### config.mk
export PLATFORM = sky130hd
export DESIGN_NAME = hexdisplay_mux
export DESIGN_NICKNAME = d
export VERILOG_FILES = /design/src/rtl/hexdisplay_mux.sv
export SDC_FILE = /design/constraint.sdc
export NUM_CORES = 1
export LEC_CHECK = 0
export BUFFER_PORTS_ARGS = -buffer_cell sky130_fd_sc_hd__buf_2
export CAP_MARGIN = 20
export CORE_AREA = 3 3 86 88
export DETAILED_ROUTE_END_ITERATION = 7
export DIE_AREA = 0 0 89 91
export PLACE_DENSITY = 0.74
export SLEW_MARGIN = 20
export SYNTH_ARGS = -nofsm -noshare
export SYNTH_HDL_FRONTEND = slang
export SYNTH_SLANG_ARGS = --single-unit
export TNS_END_PERCENT = 100
### constraint.sdc
create_clock -name CLK -period 2.7 [get_ports CLK]
set_clock_uncertainty 0.05 [all_clocks]
set_input_delay 0.27 -clock CLK [delete_from_list [all_inputs] [get_ports CLK]]
set_output_delay 0.27 -clock CLK [all_outputs]
set_load 0.01 [all_outputs]
### src/rtl/hexdisplay_mux.sv
// Time-multiplexed hex driver for multi-digit 7-segment modules with tear-free load and leading-zero blanking.
// Optional HEXMUX_DIM_EN adds a 4-bit brightness input that gates the strobe duty cycle.
module hexdisplay_mux #(
    parameter int DIGITS         = 4,
    parameter int REFRESH_DIV    = 12,
    parameter int SEG_ACTIVE_LOW = 1,
    parameter int DIG_ACTIVE_LOW = 0
) (
    input  logic                  CLK,
    input  logic                  RST_N,
    input  logic [4*DIGITS-1:0]   value,
    input  logic                  load,
    input  logic [DIGITS-1:0]     dp,
    input  logic                  enable,
    input  logic                  blank_lz,
`ifdef HEXMUX_DIM_EN
    input  logic [3:0]            bright,
`endif
    output logic                  pending,
    output logic [6:0]            segment,
    output logic                  seg_dp,
    output logic [DIGITS-1:0]     omask
);

    localparam int IDX_W = (DIGITS > 1) ? $clog2(DIGITS) : 1;
    localparam logic [IDX_W-1:0] LAST_IDX = IDX_W'(DIGITS - 1);
    localparam logic SEG_INV = (SEG_ACTIVE_LOW != 0);
    localparam logic DIG_INV = (DIG_ACTIVE_LOW != 0);

    logic [REFRESH_DIV-1:0] prescaler_reg;
    logic [IDX_W-1:0]       idx_reg, idx_next;
    logic [4*DIGITS-1:0]    shadow_reg, disp_reg;
    logic [DIGITS-1:0]      shadow_dp_reg, disp_dp_reg;
    logic                   pending_reg;
    logic [6:0]             seg_reg;
    logic                   seg_dp_reg;
    logic [DIGITS-1:0]      omask_reg;

    logic                   tick, boundary, strobe_on;
    logic [DIGITS-1:0]      blank, sel;
    logic [3:0]             cur_nibble;
    logic                   cur_blank, cur_dp;

    function automatic logic [6:0] hex_decode(input logic [3:0] h);
        case (h)
            4'h0: return 7'h7E;
            4'h1: return 7'h30;
            4'h2: return 7'h6D;
            4'h3: return 7'h79;
            4'h4: return 7'h33;
            4'h5: return 7'h5B;
            4'h6: return 7'h5F;
            4'h7: return 7'h70;
            4'h8: return 7'h7F;
            4'h9: return 7'h7B;
            4'hA: return 7'h77;
            4'hB: return 7'h1F;
            4'hC: return 7'h4E;
            4'hD: return 7'h3D;
            4'hE: return 7'h4F;
            default: return 7'h47;
        endcase
    endfunction

    assign tick     = &prescaler_reg;
    assign boundary = tick && (idx_reg == LAST_IDX);

    always_comb begin
        idx_next = idx_reg;
        if (tick) begin
            idx_next = (idx_reg == LAST_IDX) ? '0 : idx_reg + IDX_W'(1);
        end
    end

    always_ff @(posedge CLK or negedge RST_N) begin
        if (!RST_N) begin
            prescaler_reg <= '0;
            idx_reg       <= '0;
        end else begin
            prescaler_reg <= prescaler_reg + REFRESH_DIV'(1);
            idx_reg       <= idx_next;
        end
    end

    // Display only ever changes at a frame boundary, so a frame never mixes two values.
    always_ff @(posedge CLK or negedge RST_N) begin
        if (!RST_N) begin
            shadow_reg    <= '0;
            shadow_dp_reg <= '0;
            disp_reg      <= '0;
            disp_dp_reg   <= '0;
            pending_reg   <= 1'b0;
        end else if (load && boundary) begin
            disp_reg      <= value;
            disp_dp_reg   <= dp;
            pending_reg   <= 1'b0;
        end else if (load) begin
            shadow_reg    <= value;
            shadow_dp_reg <= dp;
            pending_reg   <= 1'b1;
        end else if (boundary && pending_reg) begin
            disp_reg      <= shadow_reg;
            disp_dp_reg   <= shadow_dp_reg;
            pending_reg   <= 1'b0;
        end
    end

    // A digit is a leading zero when it and every more significant nibble are zero.
    for (genvar gi = 0; gi < DIGITS; gi++) begin : g_digit
        if (gi == 0) begin : g_lsd
            assign blank[gi] = 1'b0;
        end else begin : g_upper
            assign blank[gi] = blank_lz && (disp_reg[4*DIGITS-1:4*gi] == '0);
        end
        assign sel[gi] = (idx_reg == IDX_W'(gi));
    end

    always_comb begin
        cur_nibble = '0;
        cur_blank  = 1'b0;
        cur_dp     = 1'b0;
        for (int i = 0; i < DIGITS; i++) begin
            if (sel[i]) begin
                cur_nibble = disp_reg[4*i +: 4];
                cur_blank  = blank[i];
                cur_dp     = disp_dp_reg[i];
            end
        end
    end

`ifdef HEXMUX_DIM_EN
    assign strobe_on = (prescaler_reg[REFRESH_DIV-1 -: 4] <= bright);
`else
    assign strobe_on = 1'b1;
`endif

    always_ff @(posedge CLK or negedge RST_N) begin
        if (!RST_N) begin
            seg_reg    <= '0;
            seg_dp_reg <= 1'b0;
            omask_reg  <= '0;
        end else if (enable && strobe_on) begin
            seg_reg    <= cur_blank ? 7'h00 : hex_decode(cur_nibble);
            seg_dp_reg <= cur_dp;
            omask_reg  <= sel;
        end else begin
            seg_reg    <= '0;
            seg_dp_reg <= 1'b0;
            omask_reg  <= '0;
        end
    end

    // Registers hold active-high "lit"; pin polarity is a constant inversion.
    assign segment = seg_reg ^ {7{SEG_INV}};
    assign seg_dp  = seg_dp_reg ^ SEG_INV;
    assign omask   = omask_reg ^ {DIGITS{DIG_INV}};
    assign pending = pending_reg;

endmodule

# Yosys cells after proc, flatten, opt, wreduce, memory -nomap -nowiden
# Memory sizes are Yosys's and may differ from the RTL's.
# Cells that the tools add are included.
[op_classes]
add_sub_neg = 2
n_mul = 0
n_div = 0
magnitude_cmp = 0
n_eq_ne = 4
shifts = 0
muxes = 25
bitwise = 3
n_reduce_logical = 15
[op_table]
columns = ["operator", "count"]
rows = [
  ["$mux W16", 3],
  ["$mux W4", 8],
  ["$mux W7", 2],
  ["$add A12 B1 Y12 const B", 1],
  ["$logic_not A12 Y1", 1],
  ["$reduce_and A12 Y1", 1],
  ["$mux W1", 11],
  ["$logic_not A8 Y1", 1],
  ["$not A7 Y7", 1],
  ["$logic_and A1 B1 Y1", 6],
  ["$eq A2 B2 Y1 const B", 2],
  ["$logic_not A4 Y1", 1],
  ["$reduce_and A2 Y1", 2],
  ["$reduce_bool A3 Y1", 1],
  ["$add A2 B1 Y2 const B", 1],
  ["$eq A2 B1 Y1 const B", 1],
  ["$logic_not A2 Y1", 1],
  ["$mux W2", 1],
  ["$ne A2 B1 Y1 const B", 1],
  ["$not A1 Y1", 2],
  ["$reduce_bool A2 Y1", 1],
]
[word_totals]
ff_bits = 67
latch_bits = 0
ram_bits = 0
rom_bits = 112
input_bits = 25
out_inout_bits = 13
elab_cells = 60
memories = 1
[memory_table]
columns = ["name", "depth", "width", "read_ports", "rd_clocked_by_memory_dff", "write_ports", "line", "rtl"]
rows = [
  ["(name not given)", 16, 7, 1, 0, 0, "45", "case (h)"],
]

# Depth between registers and ports, before layout
# An unclocked memory read counts as a cell.
[logic_depth]
ltp_word = 8
mapped_depth = 11
ltp_nobuf = 10

# Worst setup path before layout
# OpenSTA, ideal clock, no wires.
[synth_path]
path_type = "register to register"
start = "register idx_reg[1]"
end = "register seg_reg[3]"
setup_time_ps = 78
arrival_time_ps = 1902
required_time_ps = 2572
path_slack_ps = 670
stages_incl_launch_ff = 11
path_buffers = 1
synth_period_minus_slack_ps = 2030
cell_sequence = "dfrtp_1 > inv_1 > ha_1 > buf_2 > nor2b_1 > a22oi_1 > a21oi_1 > ha_1 > a21oi_1 > o21ai_0 > a21oi_1"
[synth_via]
elab_chain_cells = 8
word_cells_on_any_way = 14
classes_between = "3 x eq/ne; 9 x mux; 1 x reduce/logical; 1 x memory"
[synth_lines]
columns = ["element", "line", "rtl"]
rows = [
  ["start, declared", "31", "logic [IDX_W-1:0] idx_reg, idx_next;"],
  ["start signal, assigned", "81", "idx_reg <= idx_next;"],
  ["$logic_not A2 Y1", "115", "assign sel[gi] = (idx_reg == IDX_W'(gi));"],
  ["$mux W4 (4 in a row)", "123", "if (sel[i]) begin"],
  ["$mem_v2 Z16 W7", "--", ""],
  ["$mux W7 *", "143", "seg_reg <= cur_blank ? 7'h00 : hex_decode(cur_nibble);"],
  ["$mux W7 *", "142", "end else if (enable && strobe_on) begin"],
  ["end signal, assigned", "143", ""],
  ["end, declared", "35", "logic [6:0] seg_reg;"],
]
# Every way passes the cells marked *; elsewhere a longest branch is shown, timed or not.
# A chain may end at the register's enable or synchronous reset.

# Final worst setup path
[layout_path]
start = "register prescaler_reg[0]"
end = "register shadow_reg[7]"
[layout_via]
elab_chain_cells = 5
[layout_lines]
columns = ["element", "line", "rtl"]
rows = [
  ["start, declared", "30", "logic [REFRESH_DIV-1:0] prescaler_reg;"],
  ["start signal, assigned", "80", "prescaler_reg <= prescaler_reg + REFRESH_DIV'(1);"],
  ["$reduce_and A12 Y1", "65", "assign tick = &prescaler_reg;"],
  ["$logic_and A1 B1 Y1", "66", "assign boundary = tick && (idx_reg == LAST_IDX);"],
  ["$logic_and A1 B1 Y1", "93", "end else if (load && boundary) begin"],
  ["$not A1 Y1 (no line)", "--", ""],
  ["$reduce_and A2 Y1 (no line)", "--", ""],
  ["end signal, assigned", "98", "shadow_reg <= value;"],
  ["end, declared", "32", "logic [4*DIGITS-1:0] shadow_reg, disp_reg;"],
]
# Every way passes these cells.

==> flow_summary.toml <==
[status]
run_status = "finished, final reports clean"

[detailed_routing]
drtIter0Drc = 55
met1_length_mm = 2.660
route.met3.wl_um = 257
via_count = 2052
wirelength_mm = 5.815
ant_nets = 0
drtPass1Iterations = 4
via_per_inst = 5.330
wl_per_cell_um = 15.10
drcViolationCount = 0
highest_layer = "met4"
wl_met2_mm = 2.815

[synth]
synth-simple-area-share = 0.09015
synth_compound_area_frac = 0.06450
ys_seq_area_frac = 0.5055
async_reset_ff_frac = 1.000
ys_seq_elements = 67
synthMuxAreaShare = 0.2327
yosys.cell_types.count = 42
synth_edf_count = 0
netlist_instances = 257
syn_nets = 293
avgSynthCellArea_um2 = 12.91
synth_xor_area_frac = 0.02641
synth-main-ff-cell = "dfrtp_1"
synthesis.area_um2 = 3317
ys_warn_count = 0
synth_top_family_by_area = "multiplexers"
yosys.area_share.adder = 0.04149

[timing]
hold_ws_ns = 0.1215
timing.slew.headroom = 0.2935
setup-violations-final = 0
tns_ns = 0
timing.final.crit_share = 0.9079
grt_setup_unrepaired = "no"
final_max_slew_viol_count = 0
worstMarginPinSlew_ns = 1.055
fmax_mhz = 408.0
fin_ws_ns = 0.2488
fin_crit_ns = 2.451
hold_viol_final = 0

[finish]
flow.area_growth_from_synthesis_pct = 13.73
insertedDiodeCount = 0
fin_area_um2 = 3772
nNetsFinal = 337
layout-drive-gt1-share = 0.3934

[power_and_ir_drop]
cellLeakagePower_uw = 0.001824
power.density_nw_per_um2 = 522.0
power_frac_seq = 0.535
internal-power_uw = 1537
switching_share = 0.2195
power_switching_uw = 432.2
pwr-share-clk = 0.392
power_uw = 1969
combPwrFrac = 0.073
irDropWorstVdd_uv = 380.3

[setup_path]
reg2reg_to = "shadow_reg[7]"
arrival_ns = 2.62
worstPathMaxFanout = 20
crit_start = "prescaler_reg[0]"
regToRegStartpoint = "prescaler_reg[0]"
critPathLaunchType = "register"
crit_path_end_kind = "register"
crit_type = "reg2reg"
reg2regPathDepth = 6
crit_end = "shadow_reg[7]"
required_ns = 2.87
reg2reg_slack_ns = 0.25

[clocking]
clk_pin_slew_worst_paths_ns = 0.07
htree_levels = 3
insertion_delay_ns = 0.34
clock-root-buffer = "clkbuf_8"
clockBufferDepth = 2
cts_tree = "done"
cts.repair.resized = 0
cts_buffers = 9
numClockSinks = 67

[global_route]
grt.total_usage = 0.1631
grt_max_degree = 40
grt_pass1_vias = 2103
antenna_found_initial = 0
grt_pass1_wl_mm = 10.14
grt_overflow_total = 0

[placed_design]
post-place-ws_ns = 0.2441
portBuffers = 37
dpl.hpwl_mm = 4.230
gp_congestion = 0.7670
placed_area_um2 = 3587

[die]
rows = 30
die_height_um = 91
die_w_um = 89
coreArea_um2 = 6719
initial_core_util = 0.4937
die_area_um2 = 8099
io_pins = 38

[worst_hold_path]
min_path_type = "in2reg"

[job]
maxCapViolations = 0
==> metrics by stage <==
step	cells	utilization
3_3_place_gp	369	0.5339
3_5_place_dp	369	0.5339
4_1_cts	385	0.5615
2_1_floorplan	257	-
6_report	385	0.5615
5_1_grt	385	0.5615
==> routing by layer <==
layer / up-vias / global-route usage
met5: - / 0
li1: 987 / -
met2: 40 / 0.2475
met3: 8 / 0.04809
met1: 1017 / 0.2201
met4: 0 / 0.05955
==> worst max-delay path, stage by stage (launching register included) <==
cell and delay [ns]:
dfrtp_1 0.41, ha_1 0.24, nand3_2 0.13, nor4_4 0.08
and2_4 0.17, nor2b_2 0.82, mux2_2 0.42
==> cell usage in the layout, fill, tap and decap left out, types with 3 or more instances in the layout <==
cell type,instances
a21oi_1,5
a221oi_1,5
and2_1,5
and3_1,3
buf_2,37
clkbuf_1,3
clkbuf_8,9
dfrtp_1,67
ha_1,11
inv_1,16
mux2_2,41
mux2_4,20
nand2_1,8
nand3_1,6
nor2_1,10
nor2b_1,5
o21ai_0,6
xnor2_1,4
xor2_1,6
==> what timing repair did <==
item	in CTS	in global routing
hold endpoints to repair	28	0
hold buffers	1	0
setup buffers	0	0
==> power groups by stage <==
stage,logic (µW),registers [µW],clock network [µW]
3_3_place_gp,143,1070,0
4_1_cts,150,1050,799
2_1_floorplan,85.7,1070,0
5_1_grt,162,1060,854
6_report,144,1050,771
3_5_place_dp,148,1070,0
==> area by class of cell <==
type                       count  area [µm²]
multi-input combinational    165        1510
fill                         582        2947
inverter                      16       60.06
tap                           80       100.1
clock buffer                  12       135.1
sequential                    67        1677
timing repair buffer          42       250.2
clock inverter                 3       40.04
==> cell families (layout without fill, tap and decap cells) <==
kind of cell,after synthesis,count (layout)
flip-flops,67,67
multiplexers,62,62
AND/OR/NAND/NOR,52,52
AO/OA/AOI/OAI,30,30
buffers and inverters,25,73
adder cells (fa/ha/maj),11,11
XOR/XNOR,10,10
==> how the worst min path moves through the flow <==
stage | slack (ns) | startpoint | cells after the start | end
after floorplan | -0.08 | RST_N | 0 | disp_dp_reg[0]
after global placement | 0.28 | RST_N | 1 | shadow_dp_reg[1]
after CTS | 0.11 | value[9] | 2 | shadow_reg[9]
after global routing | 0.10 | value[11] | 2 | shadow_reg[11]
final | 0.12 | value[4] | 2 | shadow_reg[4]
after detailed placement | 0.30 | RST_N | 1 | shadow_dp_reg[1]
==> cell usage after synthesis, drive strengths merged (5+ instances only) <==
library cell  number  share of area
a21oi              5         0.0075
a221oi             5          0.013
and2               6          0.012
buf                9          0.021
dfrtp             67           0.51
ha                11          0.041
inv               16          0.018
mux2              61           0.23
nand2              8         0.0091
nand3              7          0.012
nor2              10          0.011
nor2b              6          0.012
o21ai              8          0.013
xor2               6          0.016
(Power assumes the default switching activity.)
